$ cat src/rtl/frame_pkg.sv
// Shared framing definitions for the frame/word transmit generator and the receiver.
package frame_pkg;

    localparam int unsigned WORD_W         = 16;
    localparam int unsigned BC_W           = 4;
    localparam int unsigned MISS_W         = 4;
    localparam int unsigned DEF_MISS_LIMIT = 2;

    localparam logic [WORD_W-1:0] DEF_SYNC1 = 16'hEB90;
    localparam logic [WORD_W-1:0] DEF_SYNC2 = 16'h146F;

    typedef enum logic [2:0] {
        SEARCH,
        CHK2,
        DATA,
        VFY1,
        VFY2
    } state_t;

    // A frame always carries at least one data word.
    function automatic logic [WORD_W-1:0] eff_nw(input logic [WORD_W-1:0] n);
        return (n == '0) ? WORD_W'(1) : n;
    endfunction

endpackage

$ cat src/rtl/word_deserializer.sv
// Serial-to-parallel shifter with a word-boundary bit counter that can be re-aligned.
module word_deserializer
    import frame_pkg::*;
(
    input  logic              i_clk,
    input  logic              i_rst_n,
    input  logic              i_bit,
    input  logic              i_align,
    output logic [WORD_W-1:0] o_sr_next_c,
    output logic              o_word_done_c
);

    logic [WORD_W-1:0] r_sr;
    logic [BC_W-1:0]   r_bc;

    // Post-shift view so a word is usable on the edge that samples its last bit.
    assign o_sr_next_c   = {r_sr[WORD_W-2:0], i_bit};
    assign o_word_done_c = (r_bc == BC_W'(WORD_W - 1));

    always_ff @(posedge i_clk) begin
        if (!i_rst_n) begin
            r_sr <= '0;
            r_bc <= '0;
        end else begin
            r_sr <= o_sr_next_c;
            r_bc <= i_align ? '0 : r_bc + BC_W'(1);
        end
    end

endmodule

$ cat src/rtl/frame_sync_receiver.sv
// Frame sync receiver: hunts SYNC1/SYNC2, deserializes data words, flywheels over sync errors.
// Optional build macro SYNC_INVERT_EN also locks onto a bit-inverted stream.
module frame_sync_receiver
    import frame_pkg::*;
#(
    parameter logic [WORD_W-1:0] SYNC1      = DEF_SYNC1,
    parameter logic [WORD_W-1:0] SYNC2      = DEF_SYNC2,
    parameter int unsigned       MISS_LIMIT = DEF_MISS_LIMIT
) (
    input  logic              clock_in,
    input  logic              reset_n,
    input  logic              bit_in,
    input  logic [WORD_W-1:0] num_word,
    output logic [WORD_W-1:0] word_data,
    output logic              word_valid,
    output logic              frame_start,
    output logic              frame_end,
    output logic              locked,
    output logic              sync_err
);

    state_t              r_state, w_state_nxt;
    logic [WORD_W-1:0]   r_wc, w_wc_nxt;
    logic [WORD_W-1:0]   r_nw, w_nw_nxt;
    logic [MISS_W-1:0]   r_miss, w_miss_nxt;
    logic [MISS_W:0]     w_miss_inc;
    logic                r_vfy1_ok, w_vfy1_ok_nxt;
    logic [WORD_W-1:0]   w_sr, w_data_nxt, w_pol, w_exp1, w_exp2;
    logic                w_word_done, w_align, w_last;
    logic                w_valid_nxt, w_fs_nxt, w_fe_nxt, w_err_nxt, w_locked_nxt;

`ifdef SYNC_INVERT_EN
    logic r_inv, w_inv_nxt;
    assign w_pol = {WORD_W{r_inv}};
`else
    assign w_pol = '0;
`endif

    word_deserializer u_deser (
        .i_clk         (clock_in),
        .i_rst_n       (reset_n),
        .i_bit         (bit_in),
        .i_align       (w_align),
        .o_sr_next_c   (w_sr),
        .o_word_done_c (w_word_done)
    );

    assign w_exp1     = SYNC1 ^ w_pol;
    assign w_exp2     = SYNC2 ^ w_pol;
    assign w_last     = (r_wc == r_nw - WORD_W'(1));
    assign w_miss_inc = {1'b0, r_miss} + (MISS_W + 1)'(1);

    always_ff @(posedge clock_in) begin
        if (!reset_n) r_state <= SEARCH;
        else          r_state <= w_state_nxt;
    end

    always_comb begin
        w_state_nxt   = r_state;
        w_align       = 1'b0;
        w_wc_nxt      = r_wc;
        w_nw_nxt      = r_nw;
        w_miss_nxt    = r_miss;
        w_vfy1_ok_nxt = r_vfy1_ok;
        w_data_nxt    = word_data;
        w_valid_nxt   = 1'b0;
        w_fs_nxt      = 1'b0;
        w_fe_nxt      = 1'b0;
        w_err_nxt     = 1'b0;
`ifdef SYNC_INVERT_EN
        w_inv_nxt     = r_inv;
`endif
        case (r_state)
            SEARCH: begin
                if (w_sr == SYNC1) begin
                    w_align     = 1'b1;
                    w_state_nxt = CHK2;
                end
`ifdef SYNC_INVERT_EN
                else if (w_sr == ~SYNC1) begin
                    w_align     = 1'b1;
                    w_inv_nxt   = 1'b1;
                    w_state_nxt = CHK2;
                end
`endif
            end
            CHK2: begin
                if (w_word_done) begin
                    if (w_sr == w_exp2) begin
                        w_nw_nxt    = eff_nw(num_word);
                        w_wc_nxt    = '0;
                        w_state_nxt = DATA;
                    end else begin
                        w_state_nxt = SEARCH;
                    end
                end
            end
            DATA: begin
                if (w_word_done) begin
                    w_data_nxt  = w_sr ^ w_pol;
                    w_valid_nxt = 1'b1;
                    w_fs_nxt    = (r_wc == '0);
                    w_fe_nxt    = w_last;
                    if (w_last) begin
                        w_wc_nxt    = '0;
                        w_state_nxt = VFY1;
                    end else begin
                        w_wc_nxt = r_wc + WORD_W'(1);
                    end
                end
            end
            VFY1: begin
                if (w_word_done) begin
                    w_vfy1_ok_nxt = (w_sr == w_exp1);
                    w_state_nxt   = VFY2;
                end
            end
            VFY2: begin
                // A bad pair below the miss limit still re-enters DATA (flywheel).
                if (w_word_done) begin
                    w_nw_nxt    = eff_nw(num_word);
                    w_wc_nxt    = '0;
                    w_state_nxt = DATA;
                    if (r_vfy1_ok && (w_sr == w_exp2)) begin
                        w_miss_nxt = '0;
                    end else begin
                        w_err_nxt = 1'b1;
                        if (w_miss_inc >= (MISS_W + 1)'(MISS_LIMIT)) begin
                            w_miss_nxt  = '0;
                            w_state_nxt = SEARCH;
                        end else begin
                            w_miss_nxt = MISS_W'(w_miss_inc);
                        end
                    end
                end
            end
            default: w_state_nxt = SEARCH;
        endcase
        w_locked_nxt = (w_state_nxt == DATA) || (w_state_nxt == VFY1) || (w_state_nxt == VFY2);
`ifdef SYNC_INVERT_EN
        if (w_state_nxt == SEARCH) w_inv_nxt = 1'b0;
`endif
    end

    always_ff @(posedge clock_in) begin
        if (!reset_n) begin
            r_wc        <= '0;
            r_nw        <= WORD_W'(1);
            r_miss      <= '0;
            r_vfy1_ok   <= 1'b0;
            word_data   <= '0;
            word_valid  <= 1'b0;
            frame_start <= 1'b0;
            frame_end   <= 1'b0;
            locked      <= 1'b0;
            sync_err    <= 1'b0;
`ifdef SYNC_INVERT_EN
            r_inv       <= 1'b0;
`endif
        end else begin
            r_wc        <= w_wc_nxt;
            r_nw        <= w_nw_nxt;
            r_miss      <= w_miss_nxt;
            r_vfy1_ok   <= w_vfy1_ok_nxt;
            word_data   <= w_data_nxt;
            word_valid  <= w_valid_nxt;
            frame_start <= w_fs_nxt;
            frame_end   <= w_fe_nxt;
            locked      <= w_locked_nxt;
            sync_err    <= w_err_nxt;
`ifdef SYNC_INVERT_EN
            r_inv       <= w_inv_nxt;
`endif
        end
    end

endmodule

$ cat config.mk
export PLATFORM = sky130hd
export DESIGN_NAME = frame_sync_receiver
export DESIGN_NICKNAME = d
export VERILOG_FILES = /design/src/rtl/frame_pkg.sv /design/src/rtl/word_deserializer.sv /design/src/rtl/frame_sync_receiver.sv
export SDC_FILE = /design/constraint.sdc
export NUM_CORES = 1
export LEC_CHECK = 0
export BUFFER_PORTS_ARGS = -buffer_cell sky130_fd_sc_hd__buf_4
export CORE_UTILIZATION = 50
export DETAILED_ROUTE_END_ITERATION = 16
export MAX_ROUTING_LAYER = met4
export PLACE_DENSITY = 0.66
export SYNTH_ARGS = -nofsm -noshare
export SYNTH_HDL_FRONTEND = slang
export SYNTH_SLANG_ARGS = --single-unit
export TNS_END_PERCENT = 20
$ cat constraint.sdc
create_clock -name clock_in -period 3.4 [get_ports clock_in]
set_input_delay 0.34 -clock clock_in [delete_from_list [all_inputs] [get_ports clock_in]]
set_output_delay 0.34 -clock clock_in [all_outputs]
set_load 0.02 [all_outputs]
---- After elaboration in Yosys (flattened, before gate mapping) ----
Index checks and enable logic that the tools add are counted.
word-level totals
  bits in registers ....................... 80
  word-level logic and storage cells ...... 78
operators by class
  add/subtract/negate cells ............... 4
  order comparisons ....................... 1
  eq/ne operators ......................... 15
  mux-type cells .......................... 27
  bitwise gates (word level) .............. 1
  reductions and logical operators ........ 17
operators with widths
  cell                                                   count
  2-to-1 mux 16 bit                                      9
  one-hot mux 16 bit (3 select lines)                    1
  zero test 16 bit                                       2
  one-hot mux 16 bit (2 select lines)                    1
  2-to-1 mux 3 bit                                       6
  adder 16 x 1 -> 16 bit, second input constant          1
  == test 16 x 13 -> 1 bit, second input constant        1
  == test 16 bit                                         1
  == test 16 bit, second input constant                  1
  subtractor 16 x 1 -> 16 bit, second input constant     1
  one-hot mux 3 bit (5 select lines)                     1
  == test 3 x 2 -> 1 bit, second input constant          4
  2-to-1 mux 4 bit                                       2
  AND reduction 2 bit                                    4
  == test 3 bit, second input constant                   2
  2-to-1 mux 2 bit                                       3
  inequality test 2 x 1 -> 1 bit, second input constant  3
  AND reduction 3 bit                                    2
  adder 4 x 1 -> 5 bit, second input constant            1
  >= comparator 5 x 2 -> 1 bit, second input constant    1
  AND reduction 5 bit                                    1
  adder 4 x 1 -> 4 bit, second input constant            1
  == test 4 bit, second input constant                   1
  2-to-1 mux 1 bit                                       4
  other kinds (10)                                       11

---- Depth between registers and ports, before layout ----
  depth after elaboration ................. 9
  mapped depth ............................ 10
  mapped depth without buffers ............ 9

---- Hierarchy ----
Synthesis repeated with hierarchy kept, for this count alone.
second synthesis, totals
  cells, all modules ...................... 454
  area, all modules ....................... 4051.4 µm²
modules (own cells, without submodules)
  module               times used  cells an instance  area an instance (µm²)
  frame_sync_receiver  1           406                3479.6
  word_deserializer    1           48                 571.8

---- Worst setup path after synthesis ----
Ideal clock, no wire load.
  kind .................................... register -> register
  from .................................... reg r_nw[0]
  to ...................................... reg r_wc[10]
  library setup time ...................... 0.120 ns
  arrival ................................. 2.452 ns
  required time ........................... 3.280 ns
  slack ................................... 0.829 ns
  stages on the path, launching flop included .. 10
  period minus slack after synthesis ...... 2.571 ns
  cells stage by stage .................... dfxtp_1 > inv_1 > ha_1 > or3b_1 > o31a_1 > or4_1 > nand3_1 > nand4_4 > and4_4 > a211o_1
on the way
  word-level cells in the longest chain between the ends .. 5
RTL lines
  element                              line                        text
  from (decl)                          frame_sync_receiver.sv:24   logic [WORD_W-1:0] r_nw, w_nw_nxt;
  from (signal assigned)               frame_sync_receiver.sv:162  r_nw <= w_nw_nxt;
  subtractor 16 x 1 -> 16 bit          frame_sync_receiver.sv:50   assign w_last = (r_wc == r_nw - WORD_W'(1));
  == test 16 bit                       frame_sync_receiver.sv:50
  2-to-1 mux 16 bit                    frame_sync_receiver.sv:104  if (w_last) begin
  2-to-1 mux 16 bit                    frame_sync_receiver.sv:99   if (w_word_done) begin
  one-hot mux 16 bit (3 select lines)  frame_sync_receiver.sv:73   case (r_state)
  to (signal assigned)                 frame_sync_receiver.sv:161  r_wc <= w_wc_nxt;
  to (decl)                            frame_sync_receiver.sv:23   logic [WORD_W-1:0] r_wc, w_wc_nxt;
No other way between the ends. The select of a mux whose other input is x is not followed.
A chain may end at the register's enable or synchronous reset.

---- Worst setup path after layout ----
Same ends and word-level chain as after synthesis.

==> impl_metrics.toml <==
[outcome]
status = "finished clean"

[place]
gp_congestion = 0.927
port_buffers = 39
dp_hpwl_um = 6020

[power_and_ir_drop]
p_int_uw = 1260
clockPowerShare_pct = 40.5
comb_power_share_pct = 2.8
p_per_area_nw_per_um2 = 378
power_switching_uw = 406
pwr-share-seq_pct = 56.7
leakage_uw = 0.00165
ir_drop_mv = 0.268
p_sw_share_pct = 24.4

[sta]
finalMaxSlewViolations = 0
slew_headroom_pct = 37.0
timing.final.crit_share_pct = 81.7
tns_ns = 0
rsz0062_at_grt = "false"
clock_skew_ns = 0.0117
worstMarginPinSlew_ns = 0.941
period_needed_ns = 2.78
hold_viol = 0
max_freq_mhz = 360
final-setup-viol-count = 0
holdWs_ns = 0.216

[clock_network]
cts-hold-fix-buffers = 0
clockBufferDepth = 2
clk_pin_slew_ns = 0.09
cts-htree-levels = 3
cts_tree = "built"
post_cts_resized = 0
postCtsSetupBuffers = 0
clock_sinks = 80
clk_latency_ns = 0.36
root_buffer = "clkbuf_8"
cts_buffers = 9

[final_layout]
multi_input_area_sq_um = 2110
diodes = 0
drive_above_1_share_pct = 14.8
fillerInstances = 715
synthToLayoutAreaGrowth_pct = 14.9
seqCellArea_sq_um = 1600
fin_nets = 506
fin_util_pct = 60.2

[floorplan]
die_h_um = 89.6
start_util_pct = 52.4
die_x_um = 89.6
pin_count = 40
die_area_sq_um = 8030
coreArea_sq_um = 7330
std_cell_rows = 31

[worst_setup_path]
required_ns = 3.65
worstSetupStartpointType = "flop"
cp.arrival_ns = 3.02
worst-path-buf-inv = 1
path_cells = "inv_1 -> ha_1 -> or3b_1 -> o31a_1 -> or4_1 -> nand3_1 -> nand4_4 -> and4_4 -> a211o_1"
path_max_fanout = 9
slowest_delay_ns = 0.46
endpoint_kind = "flop"
r2r_setup_slack_ns = 0.62
crit_type = "flop to flop"
critPathTopFamily = "simple AND/OR/NAND/NOR gates"
critPathSlowestCell = "or3b_1"

[route]
dr.pass1.iters = 4
wl_per_cell_um = 14.2
drtIter0Drc = 114
vias = 3144
ant_nets = 0
vias_per_cell = 5.37
wl_um = 8320
drc = 0

[logic_synthesis]
yosysUniqueCellTypes = 56
syn-cell-area_sq_um = 3840
yosys_register_bits = 80
yosysSeqAreaShare_pct = 41.7
synth-async-reset-ratio_pct = 0
synth_edf_count = 0
synth_flop_cell = "dfxtp_1"
yosys_warnings = 0
mappedNetlistNets = 469
syn_avg_cell_area_sq_um = 8.65
syn_inst = 444

[job]
max-cap-violations = 0

[grt]
grtUsageTotal_pct = 23.1
antenna_found_initial = 0
gr-total-overflow = 0
grt_pass1_wl_um = 13600
grt_max_degree = 63
grt_pass1_vias = 2902

[min_path]
hold_class = "input port to flop"
## per-layer routing
layer  vias to the layer above  share of wire [%]  global-route usage [%]
met5                         -                  0                       -
met3                        12                4.1                    6.03
met1                      1466                 46                    28.1
met2                        62                 48                    37.1
li1                       1604                  -                       -
met4                         0                1.7                    7.65
## final timing paths
check	from	to	cells past startpoint
hold reg to reg	u_deser.r_bc[0]$_SDFF_PP0_	u_deser.r_bc[0]$_SDFF_PP0_	1
setup / recovery	r_nw[0]$_SDFFE_PN1P_	r_wc[10]$_SDFFE_PN0P_	9
hold / removal	bit_in	u_deser.r_sr[0]$_SDFF_PN0_	2
setup reg to reg	r_nw[0]$_SDFFE_PN1P_	r_wc[10]$_SDFFE_PN0P_	9
## cells by family (layout without fill, tap and decap cells)
logic type      Yosys count  count (layout)  synth area share (%)
simple gates            227             227                  32.4
flops                    80              80                  41.7
compound gates           56              56                  10.2
buf+inv                  32              74                  3.52
xor+xnor                 31              31                  7.07
mux                      12              12                  3.13
fa+ha+maj                 6               6                  1.95
## metrics by stage
step	worst slack, ns	total power [uW]	instance area [sq um]	std cells
finish	0.621	1670	4410	585
global route	0.450	1730	4410	585
CTS	0.629	1690	4410	585
detailed placement	0.632	1010	4220	569
global placement	0.713	1010	4220	569
floorplan	0.829	988	3840	444
## area by class of cell
type                       count  share of cell area [%]
clock inverter                 6                    1.16
inverter                      13                    1.11
multi-input combinational    332                    47.8
clock buffer                  10                    3.12
tap                           99                    2.81
sequential                    80                    36.3
timing repair buffer          45                    7.66
## placed cells by master, fill, tap and decap left out, drive strengths merged, types with 3 or more instances in the layout
cell type	synthesis	final
nor3	14	14
and2	20	20
buf	5	45
a21oi	11	11
mux2i	12	12
nand2b	4	4
nor3b	3	3
clkbuf	14	10
or3b	3	3
nand3	16	16
dfxtp	80	80
nand4	8	8
xor2	14	14
nand2	55	55
or4b	3	3
nor4	15	15
nand4b	5	5
nor2	41	41
nor2b	21	21
or2	3	3
clkinvlp	0	3
o21ai	6	6
xnor2	17	17
a21boi	17	17
a31oi	5	5
and3	6	6
ha	6	6
or4	3	3
inv	13	16
## Yosys cell counts, types with 3 or more instances
master	n	area, sq um
nand4_1	7	43.8
mux2i_1	12	120
nor2b_1	21	131
nand3_1	16	80.1
nor2_1	41	154
nand4b_1	5	43.8
or4b_1	3	30.0
a21boi_0	17	128
ha_1	6	75.1
nand2_1	55	206
and2_1	20	125
nand2b_1	4	25.0
xnor2_1	17	149
nor4_1	14	87.6
a21oi_1	11	55.1
nor3_1	12	60.1
buf_2	3	15.0
nor3b_1	3	22.5
xor2_1	14	123
dfxtp_1	80	1600
and3_1	6	37.5
a31oi_1	5	31.3
inv_1	13	48.8
o21ai_1	4	20.0
clkbuf_1	14	52.6
## registers in the layout (all words and copies together), names as in the netlist, 3 cells and up
| name | flops |
|---|---|
| r_nw | 16 |
| word_data | 16 |
| r_state | 3 |
| r_miss | 4 |
| u_deser.r_bc | 4 |
| r_wc | 16 |
| u_deser.r_sr | 15 |
## power groups by stage
stage               clock network (uW)  logic (uW)  registers, uW
global placement                     0        46.5            967
global route                       735        51.7            946
floorplan                            0        22.4            966
CTS                                696        47.4            945
detailed placement                   0        47.3            967
finish                             676        46.7            945
Note: power is estimated with default switching activity, not from simulation.
